<file path="src/rtl/mux_scan.sv">
// mux_scan: registered N-channel, W-bit multiplexer with manual select and
// an automatic dwell-based scan mode. It produces a registered data output,
// the tag of the channel that produced it, a valid strobe and a wrap pulse
// that marks each completed pass through all channels.
module mux_scan #(
    parameter int WIDTH    = 1,
    parameter int CHANNELS = 4,
    parameter int DWELL    = 4,
    localparam int SEL_W   = (CHANNELS > 2) ? $clog2(CHANNELS) : 1
) (
    input  logic                        clk,
    input  logic                        rst,
    input  logic                        en,
    input  logic                        mode,
    input  logic [SEL_W-1:0]            sel,
    input  logic [CHANNELS*WIDTH-1:0]   in_data,
    output logic [WIDTH-1:0]            out,
    output logic [SEL_W-1:0]            out_ch,
    output logic                        out_valid,
    output logic                        wrap
);

    localparam int DW_W = (DWELL > 2) ? $clog2(DWELL) : 1;

    typedef enum logic {
        S_MAN  = 1'b0,
        S_SCAN = 1'b1
    } state_t;

    state_t            r_state;
    logic [WIDTH-1:0]  r_out;
    logic [SEL_W-1:0]  r_outCh;
    logic              r_outValid;
    logic              r_wrap;
    logic [SEL_W-1:0]  r_scanIdx;
    logic [DW_W-1:0]   r_dwellCnt;

    state_t            w_nextState;
    logic [WIDTH-1:0]  w_nextOut;
    logic [SEL_W-1:0]  w_nextCh;
    logic              w_nextValid;
    logic              w_nextWrap;
    logic [SEL_W-1:0]  w_nextIdx;
    logic [DW_W-1:0]   w_nextDwell;
    logic [WIDTH-1:0]  w_manData;
    logic [WIDTH-1:0]  w_scanData;
    logic              w_selOk;

    // Channel pickers for the manual select and the scan index; an out-of-range select picks nothing
    always_comb begin
        w_manData  = '0;
        w_scanData = '0;
        for (int k = 0; k < CHANNELS; k++) begin
            if (sel == SEL_W'(k)) begin
                w_manData = in_data[k*WIDTH +: WIDTH];
            end
            if (r_scanIdx == SEL_W'(k)) begin
                w_scanData = in_data[k*WIDTH +: WIDTH];
            end
        end
    end

    assign w_selOk = (32'(sel) < CHANNELS);

    // Mode register: follows the mode input on enabled edges so wrap can tell a real wrap from scan entry
    always_ff @(posedge clk) begin
        if (rst) begin
            r_state <= S_MAN;
        end else begin
            r_state <= w_nextState;
        end
    end

    // Next-state and next-output logic; everything holds and strobes drop unless enabled
    always_comb begin
        w_nextState = r_state;
        w_nextOut   = r_out;
        w_nextCh    = r_outCh;
        w_nextValid = 1'b0;
        w_nextWrap  = 1'b0;
        w_nextIdx   = r_scanIdx;
        w_nextDwell = r_dwellCnt;
        if (en) begin
            if (mode) begin
                w_nextState = S_SCAN;
                w_nextOut   = w_scanData;
                w_nextCh    = r_scanIdx;
                w_nextValid = 1'b1;
                w_nextWrap  = (r_state == S_SCAN) && (r_scanIdx == '0) && (r_dwellCnt == '0);
                if (32'(r_dwellCnt) < DWELL - 1) begin
                    w_nextDwell = r_dwellCnt + DW_W'(1);
                end else begin
                    w_nextDwell = '0;
                    if (32'(r_scanIdx) == CHANNELS - 1) begin
                        w_nextIdx = '0;
                    end else begin
                        w_nextIdx = r_scanIdx + SEL_W'(1);
                    end
                end
            end else begin
                w_nextState = S_MAN;
                w_nextIdx   = '0;
                w_nextDwell = '0;
                if (w_selOk) begin
                    w_nextOut   = w_manData;
                    w_nextCh    = sel;
                    w_nextValid = 1'b1;
                end
            end
        end
    end

    // Output and scan-position registers
    always_ff @(posedge clk) begin
        if (rst) begin
            r_out      <= '0;
            r_outCh    <= '0;
            r_outValid <= 1'b0;
            r_wrap     <= 1'b0;
            r_scanIdx  <= '0;
            r_dwellCnt <= '0;
        end else begin
            r_out      <= w_nextOut;
            r_outCh    <= w_nextCh;
            r_outValid <= w_nextValid;
            r_wrap     <= w_nextWrap;
            r_scanIdx  <= w_nextIdx;
            r_dwellCnt <= w_nextDwell;
        end
    end

    assign out       = r_out;
    assign out_ch    = r_outCh;
    assign out_valid = r_outValid;
    assign wrap      = r_wrap;

endmodule

</file>
<file path="config.mk">
export PLATFORM = sky130hd
export DESIGN_NAME = mux_scan
export DESIGN_NICKNAME = d
export VERILOG_FILES = /design/src/rtl/mux_scan.sv
export SDC_FILE = /design/constraint.sdc
export NUM_CORES = 1
export LEC_CHECK = 0
export CORE_MARGIN = 2
export CORE_UTILIZATION = 30
export CTS_BUF_LIST = sky130_fd_sc_hd__clkbuf_8
export DETAILED_ROUTE_END_ITERATION = 10
export PLACE_DENSITY = 0.59
export SKIP_CTS_REPAIR_TIMING = 1
export SLEW_MARGIN = 20
export SYNTH_ARGS = -nofsm -noshare
export SYNTH_HDL_FRONTEND = slang
export SYNTH_SLANG_ARGS = --single-unit
export TNS_END_PERCENT = 5
</file>
<file path="constraint.sdc">
create_clock -name clk -period 1.25 [get_ports clk]
set_input_delay 0.375 -clock clk [delete_from_list [all_inputs] [get_ports clk]]
set_output_delay 0.375 -clock clk [all_outputs]
set_load 0.05 [all_outputs]
</file>
==> reports/results.ini <==
[layout]
final_nets=110
fin_area_sq_um=942
drive_gt1_share_pct=32.3
final_core_util_pct=54.6
stdcell_count=118
syn2layout_area_growth_pct=71.5
diodes=0

[synthesis]
synth_top_area_share_pct=36.4
synth_xor_area_share_pct=0
yosysTopAreaCell=dfxtp_1
synthSimpleGateAreaFrac_pct=21.0
syn_area_sq_um=549
ys_warn_count=0
synth_top_family_by_area=simple AND/OR/NAND/NOR gates
syn_area_per_cell_sq_um=8.32
async_reset_ff_share_pct=0
synth_area_leaders=dfxtp_1, ha_1, mux2i_1
synthAdderAreaFrac_pct=13.7
synth_cell_types=19
synthCells=66
synth-seq-area-share_pct=36.4
synthMuxAreaShare_pct=7.29
synth_edf_count=0
synth-seq-cells=10
synth_compound_area_share_pct=15.7
synth-main-ff-cell=dfxtp_1
syn-num-nets=82

[timing]
report.final.setup_viol=1
rsz0062_at_grt=true
slew_violations=0
slew_headroom_pct=82.4
fin_ws_ns=-0.0212
hold_viol_final=0
timing.hold.ws_ns=0.462
setup_tns_ns=-0.0212
fmax_mhz=787
fin_crit_ns=1.27
finalCritPeriodShare_pct=102
skew_ns=0.00485
worstMarginPinSlew_ns=0.263

[detailed_routing]
detail_route.wirelength_mm=1.28
routedWlPerCell_microns=10.8
dr_wl_met3_microns=67
vias=536
drt_iter0_drc=4
routed-wl-met2_microns=613
highest_layer=met4
ant_nets=0
drt-pass1-iter-count=4
wl_met1_microns=582
viasPerCell=4.54
drc=0

[run_status]
status=finished, violations left
violations=negative setup slack

[place]
placed_cell_area_sq_um=845
hpwl_microns=964
port_buffers=14
place_inst=113
gp_congestion=0.769

[floorplan]
io_pins=15
core-area_sq_um=1730
dieArea_sq_um=2190
start_util_pct=31.8
die_width_microns=46.8
row_count=15
die-height_microns=46.8

[pwr]
ir_drop_mv=0.557
total_leakage_power_nw=0.411
p_per_area_nw_per_um2=972

[cts]
clk_pin_slew_worst_paths_ns=0.05
clkSinkCount=10
cts_buffers=3
tritoncts=yes
clk_latency_ns=0.24
cts_buffer_depth=2
htreeDepth=1
cts-root-buf=clkbuf_8

[global_route]
grt_pass1_vias=524
grt_max_degree=11
grt_pass1_wl_mm=2.16
antenna_found_initial=0
overflow=0
gr-usage-all-layers_pct=14.3

[worst_setup_path]
crit_start=in_data[3]
worstSetupPathType=in2reg
cp_max_fo=2
crit_end=out
cp-end-kind=flop
arrival_ns=1.42
rr_endpoint=out
critPathLaunchType=input pin
r2r_start=r_scanIdx[0]
r2r_slack_ns=-0.02
crit_required_ns=1.40
rr_worst_depth=6

[flow_run]
cap_violations=0

[worst_hold_path]
hp-class=reg2reg

through the flow:
step	power, mW	setup slack [ns]
2_1_floorplan	0.425	0.0111
3_3_place_gp	0.522	-0.302
3_5_place_dp	0.524	-0.342
4_1_cts	0.937	-0.114
5_1_grt	0.963	-0.141
6_report	0.916	-0.0212
cells in the mapped netlist, types with 2 or more instances:
master / n
dfxtp_1: 10
nand2_1: 8
nor2_1: 8
ha_1: 6
inv_1: 5
a21oi_1: 4
mux2i_1: 4
nor3_1: 4
o21ai_0: 4
a211oi_1: 2
buf_2: 2
nand3_1: 2
cell families (layout without fill, tap and decap cells):
family                     after synthesis  in the layout
DFF                                     10             10
adders and majority gates                6              6
and+or+nand+nor                         25             25
buffers and inverters                    8             35
AOI/OAI and AO/OA                       13             13
muxes                                    4              4
cell usage in the layout, fill, tap and decap left out, types with 2 or more instances in the layout:
cell,Yosys,layout
a211oi_1,2,2
a21oi_1,4,4
buf_12,0,5
buf_4,0,12
clkbuf_8,0,4
clkdlybuf4s50_1,0,6
dfxtp_1,10,8
dfxtp_4,0,2
dlymetal6s2s_1,0,3
ha_1,6,4
inv_1,5,3
mux2i_1,4,4
nand2_1,8,8
nand3_1,2,2
nor2_1,8,8
nor3_1,4,4
o21ai_0,4,2
o21ai_1,0,2
worst max-delay path: stages:
cell,delay (ns)
clkdlybuf4s50_1,0.49
mux2i_1,0.09
nor3b_2,0.15
nor2_1,0.07
a311oi_2,0.25
registers in the layout, indices dropped and copies added (netlist names):
name / cells
out: 1
out_ch: 2
wrap: 1
r_dwellCnt: 2
r_state: 1
r_scanIdx: 2
out_valid: 1
layer usage:
layer,vias to the layer above,track usage (%)
met5,-,0
met3,2,4.62
met4,0,8.89
met1,242,16.0
li1,280,-
met2,12,23.3
report_power, final:
| part | leakage [nW] | internal (mW) | switching (mW) |
|---|---|---|---|
| sequential | 0.0836 | 0.329 | 0.0116 |
| clock | 0.0288 | 0.277 | 0.127 |
| combinational | 0.298 | 0.0930 | 0.0794 |
final cells by class:
| type | instances | area [sq um] |
|---|---|---|
| Tap cell | 25 | 31.3 |
| Clock buffer | 4 | 55.1 |
| Timing Repair Buffer | 26 | 288 |
| Sequential cell | 10 | 208 |
| Multi-Input combinational cell | 48 | 339 |
| Fill cell | 161 | 785 |
| Inverter | 5 | 21.3 |
worst min-delay path by stage:
stage                 start    to  slack (ns)  cells after the start
floorplan           r_state  wrap        0.43                      2
global placement    r_state  wrap        0.45                      2
detailed placement  r_state  wrap        0.46                      2
finish              r_state  wrap        0.46                      2
CTS                 r_state  wrap        0.46                      2
global route        r_state  wrap        0.48                      2
Note: power is estimated with default switching activity, not from simulation.
